[src/rtl/pipeline_hazard_ctrl_pkg.sv]
// pipeline_hazard_ctrl_pkg
//   Shared definitions for the RV32 pipeline hazard controller:
//   operand-forwarding select codes, ResultSrc encodings, the MDU
//   sequencer state type, and the forwarding-priority helper.
package pipeline_hazard_ctrl_pkg;

  // Operand select driven into the EX-stage ALU input muxes.
  localparam logic [1:0] FWD_RF = 2'b00;  // value read from the register file
  localparam logic [1:0] FWD_W  = 2'b01;  // result being written back in W
  localparam logic [1:0] FWD_M  = 2'b10;  // ALU result sitting in M

  // ResultSrc encodings used by the datapath's writeback mux.
  localparam logic [1:0] RESULTSRC_ALU  = 2'b00;
  localparam logic [1:0] RESULTSRC_LOAD = 2'b01;
  localparam logic [1:0] RESULTSRC_PC4  = 2'b10;

  // Multi-cycle MDU sequencer states.
  typedef enum logic {
    IDLE = 1'b0,
    BUSY = 1'b1
  } mdu_state_t;

  // Select the freshest producer for one EX source register.
  // M is younger than W, so it takes priority. x0 is never forwarded
  // because writes to it are discarded by the register file.
  function automatic logic [1:0] fwd_select(
    input logic [4:0] rs,
    input logic [4:0] rd_m,
    input logic       wr_m,
    input logic [4:0] rd_w,
    input logic       wr_w
  );
    logic [1:0] sel;
    sel = FWD_RF;
    if (wr_m && (rd_m != 5'd0) && (rd_m == rs)) begin
      sel = FWD_M;
    end else if (wr_w && (rd_w != 5'd0) && (rd_w == rs)) begin
      sel = FWD_W;
    end
    return sel;
  endfunction

endpackage

[src/rtl/pipeline_hazard_ctrl_forward_unit.sv]
// forward_unit
//   Combinational operand-forwarding logic for the two EX-stage sources.
//   Ports:
//     rs_e      in   2x5  EX source registers, index 0 = rs1, index 1 = rs2
//     rd_m      in   5    destination register in M
//     reg_wr_m  in   1    register-write enable in M
//     rd_w      in   5    destination register in W
//     reg_wr_w  in   1    register-write enable in W
//     fwd_sel   out  2x2  forwarding select per source (index as rs_e)
module forward_unit
  import pipeline_hazard_ctrl_pkg::*;
(
  input  logic [1:0][4:0] rs_e,
  input  logic [4:0]      rd_m,
  input  logic            reg_wr_m,
  input  logic [4:0]      rd_w,
  input  logic            reg_wr_w,
  output logic [1:0][1:0] fwd_sel
);

  // Both operands use the identical priority rule.
  for (genvar gi = 0; gi < 2; gi++) begin : g_operand
    assign fwd_sel[gi] = fwd_select(rs_e[gi], rd_m, reg_wr_m, rd_w, reg_wr_w);
  end

endmodule

[src/rtl/pipeline_hazard_ctrl.sv]
// pipeline_hazard_ctrl
//   Hazard and sequencing controller for the 5-stage RV32 pipeline.
//   Produces stall/flush controls for the IF/ID, ID/EX and EX/MEM
//   registers, EX operand forwarding selects, and sequences a multi-cycle
//   mul/div unit (MDU) in EX through a start/done handshake guarded by a
//   watchdog.
//   Ports:
//     clk, reset_n             clock, synchronous active-low reset
//     Rs1D, Rs2D               D-stage source registers
//     Rs1E, Rs2E, RdE          E-stage source/destination registers
//     RdM, RdW                 M/W destination registers
//     RegWriteM, RegWriteW     M/W register-write enables
//     ResultSrcE               result select of the E instruction
//     PCSrcE                   taken branch/jump resolved in E
//     MulDivE                  E instruction is an MDU op
//     mdu_done                 MDU result valid pulse
//     mdu_start                one-cycle MDU start pulse
//     StallF, StallD, StallE   hold PC, IF/ID, ID/EX
//     FlushD, FlushE, FlushM   clear IF/ID, ID/EX, EX/MEM
//     ForwardAE, ForwardBE     EX operand selects
//     mdu_err                  sticky watchdog-timeout flag
module pipeline_hazard_ctrl
  import pipeline_hazard_ctrl_pkg::*;
#(
  parameter int         MDU_TIMEOUT    = 40,
  parameter logic [1:0] LOAD_RESULTSRC = RESULTSRC_LOAD
) (
  input  logic       clk,
  input  logic       reset_n,
  input  logic [4:0] Rs1D,
  input  logic [4:0] Rs2D,
  input  logic [4:0] Rs1E,
  input  logic [4:0] Rs2E,
  input  logic [4:0] RdE,
  input  logic [4:0] RdM,
  input  logic [4:0] RdW,
  input  logic       RegWriteM,
  input  logic       RegWriteW,
  input  logic [1:0] ResultSrcE,
  input  logic       PCSrcE,
  input  logic       MulDivE,
  input  logic       mdu_done,
  output logic       mdu_start,
  output logic       StallF,
  output logic       StallD,
  output logic       StallE,
  output logic       FlushD,
  output logic       FlushE,
  output logic       FlushM,
  output logic [1:0] ForwardAE,
  output logic [1:0] ForwardBE,
  output logic       mdu_err
);

  // Wide enough to hold MDU_TIMEOUT itself, so the counter never wraps
  // before the watchdog fires.
  localparam int              CNT_W    = $clog2(MDU_TIMEOUT + 1);
  localparam logic [CNT_W-1:0] CNT_LAST = CNT_W'(MDU_TIMEOUT - 1);

  mdu_state_t       state_reg;
  logic [CNT_W-1:0] cnt_reg;
  logic             err_reg;

  logic             timeout;
  logic             lw_stall;
  logic             mdu_hold;
  logic [1:0][1:0]  fwd_sel;

  // ---------------------------------------------------------------------
  // Forwarding
  // ---------------------------------------------------------------------
  forward_unit u_forward_unit (
    .rs_e     ({Rs2E, Rs1E}),
    .rd_m     (RdM),
    .reg_wr_m (RegWriteM),
    .rd_w     (RdW),
    .reg_wr_w (RegWriteW),
    .fwd_sel  (fwd_sel)
  );

  // Forwarding is forced to the register file while in reset so the
  // bubbles being injected carry no stale bypass selects.
  assign ForwardAE = reset_n ? fwd_sel[0] : FWD_RF;
  assign ForwardBE = reset_n ? fwd_sel[1] : FWD_RF;

  // ---------------------------------------------------------------------
  // Hazard detection
  // ---------------------------------------------------------------------
  // The load in E cannot supply its data until W, so a dependent
  // instruction in D must wait one cycle.
  assign lw_stall = reset_n
                 && (ResultSrcE == LOAD_RESULTSRC)
                 && (RdE != 5'd0)
                 && ((RdE == Rs1D) || (RdE == Rs2D));

  // Last permitted BUSY cycle: the watchdog releases the pipeline here.
  assign timeout = (state_reg == BUSY) && (cnt_reg == CNT_LAST);

  // EX is held from the start cycle until the release cycle. On release
  // (done or timeout) the hold drops in that same cycle so the op moves
  // to M on the following edge and is never seen in E by IDLE again.
  assign mdu_hold = reset_n
                 && (((state_reg == IDLE) && MulDivE)
                  || ((state_reg == BUSY) && !mdu_done && !timeout));

  // Only IDLE issues a start, so a held op is never restarted.
  assign mdu_start = reset_n && (state_reg == IDLE) && MulDivE;

  // ---------------------------------------------------------------------
  // Pipeline control outputs
  // ---------------------------------------------------------------------
  assign StallF = lw_stall || mdu_hold;
  assign StallD = lw_stall || mdu_hold;
  assign StallE = mdu_hold;
  // While EX is frozen, M must receive bubbles rather than duplicates.
  assign FlushM = mdu_hold;
  // A redirect or load bubble must not destroy an instruction still
  // held in E by the MDU; reset forces bubbles into D and E.
  assign FlushD = !reset_n || (PCSrcE && !mdu_hold);
  assign FlushE = !reset_n || ((lw_stall || PCSrcE) && !mdu_hold);

  assign mdu_err = err_reg;

  // ---------------------------------------------------------------------
  // MDU sequencer
  // ---------------------------------------------------------------------
  always_ff @(posedge clk) begin
    if (!reset_n) begin
      state_reg <= IDLE;
      cnt_reg   <= '0;
      err_reg   <= 1'b0;
    end else begin
      case (state_reg)
        IDLE: begin
          if (MulDivE) begin
            state_reg <= BUSY;
            cnt_reg   <= '0;
          end
        end
        BUSY: begin
          if (mdu_done) begin
            // Done wins over a coinciding timeout.
            state_reg <= IDLE;
          end else if (timeout) begin
            state_reg <= IDLE;
            err_reg   <= 1'b1;
          end else begin
            cnt_reg <= cnt_reg + CNT_W'(1);
          end
        end
        default: begin
          state_reg <= IDLE;
        end
      endcase
    end
  end

endmodule

[config.mk]
export PLATFORM = sky130hd
export DESIGN_NAME = pipeline_hazard_ctrl
export DESIGN_NICKNAME = d
export VERILOG_FILES = /design/src/rtl/pipeline_hazard_ctrl_pkg.sv /design/src/rtl/pipeline_hazard_ctrl_forward_unit.sv /design/src/rtl/pipeline_hazard_ctrl.sv
export SDC_FILE = /design/constraint.sdc
export NUM_CORES = 1
export LEC_CHECK = 0
export CORE_MARGIN = 3
export CORE_UTILIZATION = 32
export CTS_CLUSTER_DIAMETER = 40
export DETAILED_ROUTE_END_ITERATION = 6
export GPL_ROUTABILITY_DRIVEN = 0
export MAX_ROUTING_LAYER = met4
export PLACE_DENSITY = 0.79
export SKIP_CTS_REPAIR_TIMING = 1
export SYNTH_ARGS = -nofsm -noshare
export SYNTH_HDL_FRONTEND = slang
export SYNTH_SLANG_ARGS = --single-unit
[constraint.sdc]
create_clock -name clk -period 1.4 [get_ports clk]
set_input_delay 0.14 -clock clk [delete_from_list [all_inputs] [get_ports clk]]
set_output_delay 0.14 -clock clk [all_outputs]
set_load 0.01 [all_outputs]
==> metrics <==
crit path launch cnt_reg[0]$_SDFFE_PN0P_; H-tree Lvls 1; Sequential cell area 166 um2; # nets final 250; fmax 589 MHz; Tot GR Track Use 0.204; synthesized cell area 853 um2; Clock Latency Late Sink 0.26 ns; xor and xnor area share after synthesis 0.318; ANT nets after route 0; final setup fails 14; vias in the first global route 1200; multi-input logic area 846 um2; Post-synth EDFFs 0; detailed placer's ending HPWL 2730 um; Cell variety after synth 32; Post-Synth Simple-Gate Area 0.311; failing checks negative setup slack; peak supply drop 0.000473 V; Critical Path AT 1.56 ns; post-synthesis sequential area ratio 0.188; RSZ-0062 raised after global routing yes; Synth-to-Final Area Change 131%; CP Max Fanout 5; crit path cell chain ha_4 -> nand4bb_4 -> o22ai_4 -> buf_6 -> o22ai_4 -> buf_2; Relative slew margins 0.809; Fill cells 155; Detailed Route WL 3630 um; main combinational cell family by area after synthesis XOR/XNOR gates; DRC 0; CTS Buf Count 3; total iterations of the first detailed-routing run 4; synthesized instance count 108; flop-to-flop setup slack -0.19 ns; cell count along the critical path 6; CTS sink count 8; chip height 57.6 um; Seq cells post-synth 8; Clock transition at path regs 0.06 ns; die width 57.6 um; Avg Cell Area, Syn 7.90 um2; Slowest-stage cell, CP dfxtp_2; Leak 0.957 nW; port bufs 55; wire per inst 15.6 um; mux cell area share after synthesis 0; starting density of the core 0.341; buffer depth of the longest clock path 2; Synth Flop Type dfxtp_1; row count 18; status finished, violations left; Mapped Nets 153; max_cap viols 0; pin count of the biggest net entering global routing 10; P per Cell Area 453 nW/um2; initial antenna violation count 0; core area 2500 um2; Critical Path End Type output port; WS Path Type reg -> out; Tcrit/Tclk final 1.21; vias 1218; max FFs per register 6; Final Hold Viols 0; delay-heaviest family, CP compound AO/OA/AOI/OAI gates; CTS tree yes; share of cells above drive strength 1 0.438; fin crit period 1.70 ns; reg2reg start cnt_reg[0]$_SDFFE_PN0P_; max incr delay on CP 0.35 ns; Final Worst Setup Slack -0.299 ns; Synth Warn # 0; Clock Skew 0.00379 ns; die area 3320 um2; Async SR Flop Fraction 0; Place WS -0.941 ns; pin slew with the least headroom to its limit 0.285 ns; Detailed Route Iter0 Violations 23; Antenna Cells 0; Crit path buffers/inverters 2; R2R Path End cnt_reg[3]$_SDFFE_PN0P_; Remaining Overflow, GRT 0; crit path capture StallF; CP most frequent cell o22ai_4; first-pass GRT wire length 5230 um; Vias/cell 5.23; post-synthesis compound-gate area fraction 0.132; num ports 56; Total Power 0.894 mW; max-slew violation count 0; HP Class in -> reg; Root Buffer clkbuf_4; adder-cell share of the synthesized area 0.0147; R2R depth 6; crit start category flop; Req. time, crit path 1.26 ns
-- synthesized netlist by cell type (all sizes together) (2+ instances only) --
cell / count / area, um2
xor2: 24 / 210
nor2: 10 / 37.5
dfxtp: 8 / 160
nand2: 8 / 30.0
or4: 7 / 52.6
xnor2: 7 / 61.3
nand3: 5 / 25.0
o21ai: 5 / 28.8
nor4: 4 / 37.5
a21oi: 3 / 15.0
buf: 3 / 20.0
inv: 3 / 11.3
nor3: 3 / 15.0
and2: 2 / 15.0
o22ai: 2 / 18.8
or3: 2 / 12.5
-- metrics by stage --
step	instance area, um2	TNS [ns]	hold WS [ns]	utilization	std cells
after floorplan	898	0	0.329	-	108
after global placement	1710	-9.09	0.451	0.686	223
after detailed placement	1710	-9.88	0.478	0.686	223
after CTS	1740	-9.18	0.490	0.695	226
after global routing	1970	-3.60	0.412	0.789	233
final	1970	-2.62	0.408	0.789	233
-- layout by cell type, fill, tap and decap left out, types with 2 or more instances in the layout --
master | Yosys | layout
o21ai_1 | 0 | 2
dfxtp_2 | 0 | 2
clkdlybuf4s50_1 | 0 | 18
nor3_1 | 3 | 2
nand3_1 | 5 | 5
nor4_4 | 0 | 2
a21oi_1 | 3 | 2
nor2_1 | 10 | 8
and2_4 | 0 | 2
buf_2 | 1 | 5
o21ai_0 | 4 | 2
xor2_1 | 24 | 23
buf_4 | 2 | 34
inv_1 | 3 | 3
o22ai_4 | 0 | 2
clkbuf_4 | 0 | 3
clkbuf_2 | 0 | 4
buf_6 | 0 | 13
dlymetal6s2s_1 | 0 | 21
nand2_1 | 8 | 7
or4_1 | 7 | 5
dfxtp_1 | 8 | 5
or4_4 | 0 | 2
xnor2_1 | 7 | 6
nor4_2 | 2 | 2
-- how the worst min path moves through the flow --
stage,to,depth (start not counted),slack [ns],startpoint
floorplan,mdu_err$_SDFFE_PN0P_,3,0.33,mdu_done
global placement,mdu_err$_SDFFE_PN0P_,2,0.45,mdu_err$_SDFFE_PN0P_
detailed placement,mdu_err$_SDFFE_PN0P_,2,0.48,mdu_err$_SDFFE_PN0P_
CTS,mdu_err$_SDFFE_PN0P_,2,0.49,mdu_err$_SDFFE_PN0P_
global route,cnt_reg[4]$_SDFFE_PN0P_,4,0.41,reset_n
finish,cnt_reg[4]$_SDFFE_PN0P_,4,0.41,reset_n
-- logic make-up after synthesis --
| logic type | count (synthesis) |
|---|---|
| buffers and inverters | 6 |
| flip-flops | 8 |
| adder cells (fa/ha/maj) | 1 |
| AND/OR/NAND/NOR | 46 |
| AO/OA/AOI/OAI | 16 |
| XOR/XNOR | 31 |
-- cell type report --
class	instances	area share
clock buffers	3	0.0114
inverters	3	0.00571
multi-input cells	94	0.429
flip-flops and latches	8	0.0843
well taps	30	0.0190
repair buffers	95	0.451
-- metal layers --
layer  up-vias  track usage  wire, um
li1        574            -         -
met1       580        0.215      1360
met2        51        0.371      1990
met3        13       0.0312       159
met4         0       0.0927       117
met5         -            -         0
-- worst reg2reg max path, cell delays in order (launching register included) --
cell and delay [ns]:
dfxtp_2 0.33, ha_4 0.17, nand4bb_4 0.11, buf_4 0.15
o221ai_4 0.12, or4_1 0.54, o21ai_1 0.10
-- where the power goes --
| part | internal [mW] | switching (mW) |
|---|---|---|
| registers | 0.233 | 0.00778 |
| clock network | 0.0984 | 0.0832 |
| logic | 0.271 | 0.200 |
| total | 0.603 | 0.290 |
(Power assumes the default switching activity.)
